**config.mk**
```make
export PLATFORM = sky130hd
export DESIGN_NAME = booth_seq_mul
export DESIGN_NICKNAME = d
export VERILOG_FILES = /design/src/rtl/booth_pkg.sv /design/src/rtl/booth_recode.sv /design/src/rtl/booth_seq_mul.sv
export SDC_FILE = /design/constraint.sdc
export NUM_CORES = 1
export LEC_CHECK = 0
export ABC_CLOCK_PERIOD_IN_PS = 2200
export BUFFER_PORTS_ARGS = -buffer_cell sky130_fd_sc_hd__buf_4
export CAP_MARGIN = 20
export CORE_ASPECT_RATIO = 1.4
export CORE_UTILIZATION = 44
export DETAILED_ROUTE_END_ITERATION = 6
export GPL_TIMING_DRIVEN = 0
export PLACE_DENSITY = 0.67
export SLEW_MARGIN = 20
export SYNTH_ARGS = -nofsm -noshare
export SYNTH_HDL_FRONTEND = slang
export SYNTH_SLANG_ARGS = --single-unit
```
**constraint.sdc**
```tcl
create_clock -name clk -period 2.2 [get_ports clk]
set_input_delay 0.11 -clock clk [delete_from_list [all_inputs] [get_ports clk]]
set_output_delay 0.11 -clock clk [all_outputs]
set_load 0.02 [all_outputs]
```
**src/rtl/booth_pkg.sv**
```systemverilog
// rtl/booth_pkg.sv - shared types and iteration helper for the sequential Booth multiplier
// BOOTH_RADIX4_EN selects modified-Booth (two bits per step) instead of radix-2.
package booth_pkg;

  typedef enum logic [1:0] {S_IDLE, S_RUN, S_DONE} state_t;

  typedef enum logic [2:0] {OP_ZERO, OP_ADD1, OP_SUB1, OP_ADD2, OP_SUB2} op_t;

`ifdef BOOTH_RADIX4_EN
  localparam int STEP_BITS = 2;
`else
  localparam int STEP_BITS = 1;
`endif

  function automatic int iter_count(input int width);
    return width / STEP_BITS;
  endfunction

endpackage

```
**src/rtl/booth_recode.sv**
```systemverilog
// rtl/booth_recode.sv - Booth digit recoder, {Q[1],Q[0],q_1} -> add/sub operation
// BOOTH_RADIX4_EN selects the modified-Booth table; otherwise only {Q[0],q_1} matter.
module booth_recode
  import booth_pkg::*;
(
  input  logic [2:0] sel_i,
  output op_t        op_o
);

`ifdef BOOTH_RADIX4_EN
  always_comb begin
    op_o = OP_ZERO;
    case (sel_i)
      3'b001, 3'b010: op_o = OP_ADD1;
      3'b011:         op_o = OP_ADD2;
      3'b100:         op_o = OP_SUB2;
      3'b101, 3'b110: op_o = OP_SUB1;
      default:        op_o = OP_ZERO;
    endcase
  end
`else
  logic unused_q1;
  assign unused_q1 = sel_i[2];

  always_comb begin
    op_o = OP_ZERO;
    case (sel_i[1:0])
      2'b01:   op_o = OP_ADD1;
      2'b10:   op_o = OP_SUB1;
      default: op_o = OP_ZERO;
    endcase
  end
`endif

endmodule

```
**src/rtl/booth_seq_mul.sv**
```systemverilog
// rtl/booth_seq_mul.sv - sequential signed Booth multiplier, one recode step per clock
// BOOTH_RADIX4_EN selects modified-Booth (WIDTH/2 steps); default is radix-2 (WIDTH steps).
module booth_seq_mul
  import booth_pkg::*;
#(
  parameter int WIDTH = 4
) (
  input  logic                 clk,
  input  logic                 rst_n,
  input  logic                 start,
  input  logic [WIDTH-1:0]     m,
  input  logic [WIDTH-1:0]     r,
  output logic                 busy,
  output logic                 done,
  output logic [2*WIDTH-1:0]   p
);

  localparam int N  = iter_count(WIDTH);
  // One guard bit absorbs -M for m = -2^(WIDTH-1); radix-4 needs another for +-2M.
  localparam int AW = WIDTH + STEP_BITS;
  localparam int CW = $clog2(N + 1);

  if (WIDTH < 2 || (STEP_BITS == 2 && (WIDTH % 2) != 0)) begin : g_bad_width
    $error("booth_seq_mul: WIDTH must be >= 2 and even for radix-4");
  end

  state_t                state_q, state_d;
  logic [AW-1:0]         m_q, m_d;
  logic [AW-1:0]         a_q, a_d;
  logic [WIDTH-1:0]      q_q, q_d;
  logic                  q1_q, q1_d;
  logic [CW-1:0]         count_q, count_d;
  logic [2*WIDTH-1:0]    p_q, p_d;

  op_t                   op;
  logic [AW-1:0]         addend;
  logic [AW-1:0]         sum;
  logic signed [AW+WIDTH:0] shifted;

  booth_recode u_recode (
    .sel_i ({q_q[1:0], q1_q}),
    .op_o  (op)
  );

  always_comb begin
    addend = '0;
    case (op)
      OP_ADD1: addend = m_q;
      OP_SUB1: addend = -m_q;
      OP_ADD2: addend = m_q << 1;
      OP_SUB2: addend = -(m_q << 1);
      default: addend = '0;
    endcase
  end

  assign sum     = a_q + addend;
  assign shifted = $signed({sum, q_q, q1_q}) >>> STEP_BITS;

  always_comb begin
    state_d = state_q;
    m_d     = m_q;
    a_d     = a_q;
    q_d     = q_q;
    q1_d    = q1_q;
    count_d = count_q;
    p_d     = p_q;
    busy    = 1'b0;
    done    = 1'b0;
    case (state_q)
      S_IDLE: begin
        if (start) begin
          state_d = S_RUN;
          m_d     = {{(AW-WIDTH){m[WIDTH-1]}}, m};
          a_d     = '0;
          q_d     = r;
          q1_d    = 1'b0;
          count_d = CW'(N);
        end
      end
      S_RUN: begin
        busy    = 1'b1;
        a_d     = shifted[AW+WIDTH -: AW];
        q_d     = shifted[WIDTH:1];
        q1_d    = shifted[0];
        count_d = count_q - CW'(1);
        if (count_q == CW'(1)) begin
          state_d = S_DONE;
          p_d     = {shifted[WIDTH+1 +: WIDTH], shifted[WIDTH:1]};
        end
      end
      S_DONE: begin
        done    = 1'b1;
        state_d = S_IDLE;
      end
      default: state_d = S_IDLE;
    endcase
  end

  always_ff @(posedge clk or negedge rst_n) begin
    if (!rst_n) begin
      state_q <= S_IDLE;
      m_q     <= '0;
      a_q     <= '0;
      q_q     <= '0;
      q1_q    <= 1'b0;
      count_q <= '0;
      p_q     <= '0;
    end else begin
      state_q <= state_d;
      m_q     <= m_d;
      a_q     <= a_d;
      q_q     <= q_d;
      q1_q    <= q1_d;
      count_q <= count_d;
      p_q     <= p_d;
    end
  end

  assign p = p_q;

endmodule

```
==> metrics.md, run 1 <==
| Metric | Value |
|---|---|
| Outcome | `finished, violations left` |
| Failing checks | `setup timing` |
| Setup Viol. Count Final | `2` |
| Clock sink count | `26` |
| Initial antenna violation count | `0` |
| Period minus WS final | `2.30 ns` |
| Most frequent cells in the layout | `nand2_1, buf_4, dfrtp_1` |
| HP Class | `in2reg` |
| First-pass GRT wire length | `5130 um` |
| Fin nets | `201` |
| CP endpoint kind | `flop` |
| Post-synth EDFFs | `0` |
| Gr ovfl total | `0` |
| Most common cell after layout, fill and taps aside | `nand2_1` |
| Worst-margin pin slew | `0.405 ns` |
| Setup repair after global routing missed its margin | `true` |
| Root Driver | `clkbuf_8` |
| PwrDens | `1460 nW/um2` |
| Share of cells above drive strength 1 | `32.0%` |
| Routed len/inst | `13.4 um` |
| Drt pass-1 iters | `4` |
| Hpwl dp | `2160 um` |
| Leak Pwr | `0.896 nW` |
| Vias in the first global route | `1,146` |
| Worst path arrival time | `2.47 ns` |
| Slew HR | `73.0%` |
| Non-Filler Instances | `217` |
| Crit Path Max Fanout | `3` |
| FF+latch count, synth | `26` |
| Place WS | `-0.176 ns` |
| Setup WS post-layout | `-0.102 ns` |
| Max-slew violations | `0` |
| Ant. Diodes | `0` |
| DRC viols | `0` |
| Yosys cell types | `32` |
| Initial Util | `46.3%` |
| I/O pin count | `21` |
| Cell total after placement | `206` |
| Max VDD drop | `0.760 mV` |
| Clock transition at path regs | `0.09 ns` |
| Die W | `50.4 um` |
| Synth Net Count | `169` |
| Largest net degree at the start of global routing | `27` |
| H-tree depth | `1` |
| Max-cap violation count | `0` |
| Total track usage | `19.3%` |
| Core area | `3120 um2` |
| Period utilisation layout | `105%` |
| Gpl congestion | `0.783` |
| Insertion delay to the later sink of the worst-skew pair | `0.27 ns` |
| Setup crit start kind | `flop` |
| Yosys warnings | `0` |
| Mapped cell area | `1450 um2` |
| Final hold violations | `0` |
| # port buffers | `20` |
| DRT iter0 DRCs | `10` |
| Synthesis-to-layout area growth | `27.0%` |
| WP data required | `2.36 ns` |
| Final ANT Viol Nets | `0` |
| Number of fill cells | `277` |
| Sequential Area | `652 um2` |
| Synth Instances | `147` |
| Vias | `1,086` |
| Post-synth top flop | `dfrtp_1` |
| Multi-input gate area | `790 um2` |
| Vias per Instance | `5.00` |
| Max Fclk | `434 MHz` |
| CTS Buf Count | `3` |
| Crit Path Class | `reg2reg` |
| Clk_skew | `0.00302 ns` |
| DRT Wirelength | `2910 um` |
| Die Height | `69.8 um` |
| DIE AREA | `3520 um2` |
| Max clock buf depth | `2` |
| CTS tree | `built` |
| Register area share after synthesis | `45.0%` |
| Synth async-reset ratio | `100%` |
| Avg Cell Area, Syn | `9.83 um2` |
| Cell row count | `24` |
-- layer usage --
layer  track usage [%]  wire length (um)  part of all wire (%)
met1              23.0              1270                    44
met2              33.6              1550                    53
met3              2.85                48                   1.7
met4              8.02                47                   1.6
met5                 0                 0                     0
-- worst max-delay path, stage by stage (launching register included) --
cell,delay (ns)
dfrtp_1,0.43
inv_2,0.12
ha_4,0.15
nor2_2,0.04
nor3_4,0.17
ha_2,0.21
inv_2,0.04
fa_2,0.34
nand2b_4,0.15
a21oi_2,0.12
xor2_1,0.17
xnor2_1,0.18
o21ai_1,0.09
-- cells in the mapped netlist (3+ instances only) --
cell type | instances | area, um2
dfrtp_1 | 26 | 651
o21ai_0 | 12 | 60.1
nand2_1 | 30 | 113
inv_1 | 10 | 37.5
ha_1 | 10 | 125
xnor2_1 | 3 | 26.3
a21oi_1 | 6 | 30.0
a21o_1 | 4 | 30.0
nor2_1 | 5 | 18.8
nand2b_1 | 3 | 18.8
a22oi_1 | 5 | 37.5
nor2b_1 | 4 | 25.0
-- report_power, final --
part,total (mW),switching [mW],internal (mW)
Sequential,0.876,0.179,0.697
Clock,0.396,0.152,0.244
Combinational,1.41,0.768,0.646
Total,2.69,1.10,1.59
-- worst paths after layout --
check / cells past startpoint / slack (ns) / to / startpoint
worst max register to register: 12 / -0.10 / p[7] / q1_q
worst min register to register: 2 / 0.48 / p[1] / p[1]
worst min-delay path: 3 / 0.04 / m_q[1] / m[1]
max in group asynchronous: 2 / 1.65 / q_q[0] / rst_n
worst max-delay path: 12 / -0.10 / p[7] / q1_q
min in group asynchronous: 2 / 0.27 / count_q[0] / rst_n
-- flip-flops by register name, indices dropped and copies added (netlist names) --
name     flops
count_q      3
p            8
state_q      2
q_q          4
q1_q         1
m_q          4
a_q          4
-- logic make-up (layout without fill, tap and decap cells) --
kind of cell | Yosys count | after routing | share of synthesized area [%]
AO/OA/AOI/OAI | 37 | 37 | 16.6
AND/OR/NAND/NOR | 53 | 53 | 19.0
buffers and inverters | 13 | 44 | 4.76
multiplexers | 2 | 2 | 1.56
flip-flops | 26 | 26 | 45.0
adder cells (fa/ha/maj) | 11 | 11 | 10.0
XOR/XNOR | 5 | 5 | 3.03
-- through the flow --
stage               TNS, ns  total power, mW  util [%]  instance area [um2]  hold WS, ns
CTS                  -0.201             2.69      58.5                 1830       0.0367
finish               -0.204             2.69      58.8                 1840       0.0391
floorplan                 0             1.80         -                 1480       -0.186
global placement     -0.297             2.13      53.6                 1670       0.0343
detailed placement   -0.349             2.19      53.6                 1670       0.0395
global route         -0.633             2.90      58.8                 1840       0.0329
-- final cells by class --
type	count	area share [%]
multi-input combinational	108	43.0
sequential	26	35.5
timing repair buffer	27	11.2
tap	39	2.66
inverter	11	2.39
clock buffer	3	2.25
clock inverter	1	1.64
buffer	2	1.36
-- repair_timing --
item	CTS	global route
hold endpoints to repair	26	0
hold buffers	1	0
pin swaps	4	3
resized for setup	7	2
buffers inserted	6	0
gates cloned	0	0
setup endpoints to repair	2	4
Note: power is estimated with default switching activity, not from simulation.
==> inputs of run 2 (changes only) <==
--- a/config.mk
+++ b/config.mk
@@ -9,11 +9,12 @@
 export BUFFER_PORTS_ARGS = -buffer_cell sky130_fd_sc_hd__buf_4
 export CAP_MARGIN = 20
 export CORE_ASPECT_RATIO = 1.4
-export CORE_UTILIZATION = 44
+export CORE_UTILIZATION = 50
 export DETAILED_ROUTE_END_ITERATION = 6
 export GPL_TIMING_DRIVEN = 0
-export PLACE_DENSITY = 0.67
-export SLEW_MARGIN = 20
+export PLACE_DENSITY = 0.74
+export SETUP_SLACK_MARGIN = 0.5
+export SLEW_MARGIN = 40
 export SYNTH_ARGS = -nofsm -noshare
 export SYNTH_HDL_FRONTEND = slang
 export SYNTH_SLANG_ARGS = --single-unit
==> run 2 against run 1 <==
  * The run still ends with setup timing left
  * Sequential share of layout area fell by 0.12 points
  * Via count up 5.3%
  * Non-clock buffer count is 3 higher
  * Worst hold slack lost 0.0016 ns
  * Fmax down 1.8%
  * Final cell count stayed put
  * Combinational power increased by 4%
  * Flip-flop and latch count unchanged
  * Clock power shrank 40%
  * Sequential power is 2% higher
  * Register-to-register slack lost 0.04 ns
  * Utilization is 10 points higher
  * Highest routed layer unchanged
==> metrics.md, run 2 (synthesis results as in run 1) <==
| Metric | Value |
|---|---|
| Failing checks | `setup timing` |
| Routed len/inst | `14.5 um` |
| Initial Util | `54.1%` |
| Drt pass-1 iters | `4` |
| Largest net degree at the start of global routing | `27` |
| Pint | `1.48 mW` |
| Switch Pwr | `1.12 mW` |
| Max reg flops | `8` |
| Clock transition at path regs | `0.13 ns` |
| Most frequent cells in the layout | `nand2_1, buf_4, dfrtp_1` |
| HP Class | `in2reg` |
| I/O pin count | `21` |
| Final hold violations | `0` |
| Die Height | `65.6 um` |
| Gr ovfl total | `0` |
| Sequential power share | `34.3%` |
| Core area | `2670 um2` |
| Setup crit start kind | `flop` |
| Clk_skew | `0.00554 ns` |
| CTS tree | `built` |
| Die W | `47.4 um` |
| Vias | `1,144` |
| Period utilisation layout | `107%` |
| Max Fclk | `427 MHz` |
| Number of fill cells | `226` |
| Most common cell after layout, fill and taps aside | `nand2_1` |
| Crit Path Class | `reg2reg` |
| Critical path's slowest cell | `dfrtp_2` |
| Slew HR | `73.7%` |
| Setup Viol. Count Final | `2` |
| Hold Slack | `0.0375 ns` |
| Pwr Total | `2.60 mW` |
| Outcome | `finished, violations left` |
| Final setup TNS | `-0.249 ns` |
| First-pass GRT wire length | `5140 um` |
| Final Cell Area | `1850 um2` |
| Stages on worst setup path | `12` |
| Initial antenna violation count | `0` |
| H-tree depth | `1` |
| Hold depth | `2` |
| Total track usage | `23.1%` |
| Worst path top cell family by delay | `adder cells` |
| Insertion delay to the later sink of the worst-skew pair | `0.32 ns` |
| Setup WS post-layout | `-0.143 ns` |
| PwrDens | `1410 nW/um2` |
| Clock Power Share | `9.2%` |
| DIE AREA | `3110 um2` |
| Combinational share of power | `56.5%` |
| Setup repair after global routing missed its margin | `true` |
| Fin nets | `204` |
| Vias in the first global route | `1,186` |
| Critical path's most frequent cell | `inv_2` |
| Final ANT Viol Nets | `0` |
| Max-slew violations | `0` |
| Vias per Instance | `5.27` |
| Clock sink count | `26` |
| DP Area | `1690 um2` |
| Reg-to-reg slack, setup | `-0.14 ns` |
| Worst path arrival time | `2.55 ns` |
| DRT iter0 DRCs | `26` |
| Max VDD drop | `0.945 mV` |
| Period minus WS final | `2.34 ns` |
| Leak Pwr | `0.895 nW` |
| CP Buf/Inv Count | `2` |
| Max clock buf depth | `2` |
| DRC viols | `0` |
| Share of cells above drive strength 1 | `33.1%` |
| DRT Wirelength | `3150 um` |
| Gpl congestion | `0.800` |
| Crit Path Max Fanout | `3` |
| Root Driver | `clkbuf_4` |
| Switch share | `43.2%` |
| Ant. Diodes | `0` |
| # port buffers | `20` |
| Critical Path Max Stage Delay | `0.46 ns` |
| CP endpoint kind | `flop` |
| Worst-margin pin slew | `0.395 ns` |
| Worst reg2reg path depth | `12` |
| Worst-path cell chain | `inv_2 -> ha_4 -> nor2_2 -> nor3_4 -> ha_2 -> inv_2 -> fa_2 -> nand2b_4 -> a21oi_4 -> xor2_1 -> xnor2_1 -> o21ai_1` |
| CTS Buf Count | `3` |
| Synthesis-to-layout area growth | `27.7%` |
| Place WS | `-0.212 ns` |
| Cell row count | `22` |
| Hpwl dp | `2210 um` |
| WP data required | `2.41 ns` |
| Max-cap violation count | `0` |
run 2: cell types whose count changed in the layout (fill, tap and decap cells not counted), sizes merged:
cell / delta
dlygate4sd3: +3
bufinv: -1
clkbuf: +1
run 2: area by class of cell:
class | instances | area (um2) | area share, %
repair buffers | 30 | 248 | 13.4
multi-input cells | 108 | 795 | 43.1
flip-flops and latches | 26 | 653 | 35.4
clock buffers | 4 | 36.3 | 1.97
inverters | 11 | 43.8 | 2.37
well taps | 36 | 45.0 | 2.44
plain buffers | 2 | 25.0 | 1.36
run 2: worst register-to-register path, cell delays in order, from the launching register on:
cell	delay, ns
dfrtp_2	0.46
inv_2	0.09
ha_4	0.15
nor2_2	0.05
nor3_4	0.17
ha_2	0.21
inv_2	0.04
fa_2	0.33
nand2b_4	0.16
a21oi_4	0.12
xor2_1	0.17
xnor2_1	0.18
o21ai_1	0.11
run 2: power by group through the flow:
stage,clock network [mW],registers (mW),logic (mW)
after global routing,0.278,0.922,1.61
final,0.238,0.893,1.47
after CTS,0.248,0.886,1.41
after detailed placement,0,0.898,1.31
after floorplan,0,0.932,0.894
after global placement,0,0.885,1.26
run 2: path summary, 6_finish.rpt:
kind | start | endpoint
worst max-delay path | q1_q | a_q[3]
worst min-delay path | m[3] | m_q[3]
worst max register to register | q1_q | a_q[3]
worst min register to register | count_q[1] | count_q[1]
max in group asynchronous | rst_n | q_q[0]
min in group asynchronous | rst_n | p[6]
run 2: stage by stage:
| stage | instances | utilization (%) |
|---|---|---|
| after floorplan | 147 | - |
| after global placement | 203 | 63.1 |
| after detailed placement | 203 | 63.1 |
| after CTS | 214 | 67.5 |
| after global routing | 217 | 69.1 |
| final | 217 | 69.1 |
run 2: routing by layer:
metal	vias up	wire (um)	global-route usage, %
li1	562	-	-
met1	563	1310	26.3
met2	15	1750	41.4
met3	4	51	3.57
met4	0	31	7.86
met5	-	0	0
run 2: what timing repair did:
| action | 4_1_cts | 5_1_grt |
|---|---|---|
| hold buffers | 3 | 1 |
| endpoints found under the hold margin | 28 | 1 |
| endpoints found under the setup margin | 8 | 8 |
| setup buffers | 4 | 2 |
| pin swaps | 5 | 7 |
| gates resized for setup | 3 | 5 |
==> inputs of run 3 (changes only) <==
--- a/config.mk
+++ b/config.mk
@@ -11,7 +11,6 @@
 export CORE_ASPECT_RATIO = 1.4
 export CORE_UTILIZATION = 50
 export DETAILED_ROUTE_END_ITERATION = 6
-export GPL_TIMING_DRIVEN = 0
 export PLACE_DENSITY = 0.74
 export SETUP_SLACK_MARGIN = 0.5
 export SLEW_MARGIN = 40
==> run 3 against run 2 <==
  * The flow still finishes with violations (setup timing)
  * Clock power up 40%
  * Worst hold slack worse by 0.032 ns
  * Clock skew down 0.0037 ns
  * Final cell count up 1.8%
==> metrics.md, run 3 (synthesis results as in run 1) <==
| Metric | Value |
|---|---|
| Outcome | `finished, violations left` |
| Failing checks | `setup timing` |
| Leak Pwr | `0.934 nW` |
| Ant. Diodes | `0` |
| Max VDD drop | `0.969 mV` |
| Final ANT Viol Nets | `0` |
| Insertion delay to the later sink of the worst-skew pair | `0.32 ns` |
| Met3 wire length | `31 um` |
| CTS tree | `built` |
| Vias per Instance | `5.26` |
| CTS Buf Count | `3` |
| Non-Filler Instances | `221` |
| Initial antenna violation count | `0` |
| Crit Path Max Fanout | `4` |
| Crit Path Class | `reg2reg` |
| Period minus WS final | `2.29 ns` |
| Max clock buf depth | `2` |
| Hold Slack | `0.00542 ns` |
| Met1 WL | `1300 um` |
| Most frequent cells in the layout | `nand2_1, buf_4, dfrtp_1` |
| Gr ovfl total | `0` |
| Clk_skew | `0.00187 ns` |
| Setup WS post-layout | `-0.0932 ns` |
| Total track usage | `22.8%` |
| Drt pass-1 iters | `5` |
| Max reg flops | `8` |
| Routed met2 length | `1720 um` |
| Synthesis-to-layout area growth | `32.2%` |
| Pwr Total | `2.77 mW` |
| Place WS | `-0.127 ns` |
| Vias in the first global route | `1,184` |
| WP data required | `2.43 ns` |
| Initial Util | `54.1%` |
| Setup repair after global routing missed its margin | `true` |
| Setup crit start kind | `flop` |
| Final Cell Area | `1910 um2` |
| I/O pin count | `21` |
| Die W | `47.4 um` |
| Gpl congestion | `0.759` |
| HP Class | `in2reg` |
| Die Height | `65.6 um` |
| Post-route core utilization | `71.6%` |
| DRT Wirelength | `3110 um` |
| Clock sink count | `26` |
| Cell row count | `22` |
| Worst path arrival time | `2.52 ns` |
| DRC viols | `0` |
| Highest routed metal layer | `met4` |
| DP Area | `1720 um2` |
| CP endpoint kind | `flop` |
| Max Fclk | `436 MHz` |
| PwrDens | `1450 nW/um2` |
| Hold depth | `2` |
| Most common cell after layout, fill and taps aside | `nand2_1` |
| First-pass GRT wire length | `5040 um` |
| DRT iter0 DRCs | `24` |
| Worst-margin pin slew | `0.434 ns` |
| Hpwl dp | `2220 um` |
| Max-slew violations | `0` |
| Worst reg2reg path depth | `12` |
| Fin nets | `208` |
| Share of cells above drive strength 1 | `35.1%` |
| Final setup TNS | `-0.331 ns` |
| DIE AREA | `3110 um2` |
| Vias | `1,163` |
| Routed len/inst | `14.1 um` |
| Largest net degree at the start of global routing | `27` |
| Slew HR | `71.1%` |
| Cell total after placement | `209` |
| Setup Viol. Count Final | `4` |
| Clock transition at path regs | `0.14 ns` |
| H-tree depth | `1` |
| # port buffers | `20` |
| Period utilisation layout | `104%` |
| Max-cap violation count | `0` |
| Final hold violations | `0` |
| Core area | `2670 um2` |
| Root Driver | `clkbuf_4` |
-- run 3: final cells by class --
cell class,instances,area (um2)
fillers,208,759
clock inverters,1,30.0
flip-flops and latches,26,652
multi-input cells,108,826
inverters,11,43.8
repair buffers,36,292
well taps,36,45.0
clock buffers,3,22.5
-- run 3: worst paths after layout --
path	from	end	slack, ns
setup / recovery	q_q[0]	p[7]	-0.09
hold / removal	m[2]	m_q[2]	0.005
setup reg to reg	q_q[0]	p[7]	-0.09
hold reg to reg	p[4]	p[4]	0.50
max in group asynchronous	rst_n	q_q[0]	1.73
min in group asynchronous	rst_n	p[1]	0.20
-- run 3: what timing repair did --
| item | CTS | global route |
|---|---|---|
| gates resized for setup | 7 | 8 |
| buffers inserted | 3 | 1 |
| pin swaps | 7 | 6 |
| endpoints found under the hold margin | 29 | 0 |
| hold buffers | 4 | 0 |
| endpoints found under the setup margin | 8 | 8 |
-- run 3: power by group --
group          switching [mW]  leakage [nW]  internal, mW  total (mW)
Sequential              0.207         0.325         0.696       0.903
Combinational           0.802         0.580         0.734        1.54
Clock                   0.148        0.0279         0.184       0.333
-- run 3: metal layers --
layer,global-route usage (%),vias up
li1,-,572
met1,26.0,576
met2,40.6,9
met3,2.20,6
met4,9.64,0
met5,0,-
-- run 3: worst max-delay path: stages, from the launching register on --
cell and delay (ns):
dfrtp_2 0.48, inv_2 0.09, ha_4 0.14, nor2_4 0.04, nor3_4 0.15, ha_2 0.21, inv_2 0.04, fa_2 0.34
nand2b_4 0.15, a21oi_2 0.12, xor2_1 0.19, xnor2_1 0.17, o21ai_1 0.08
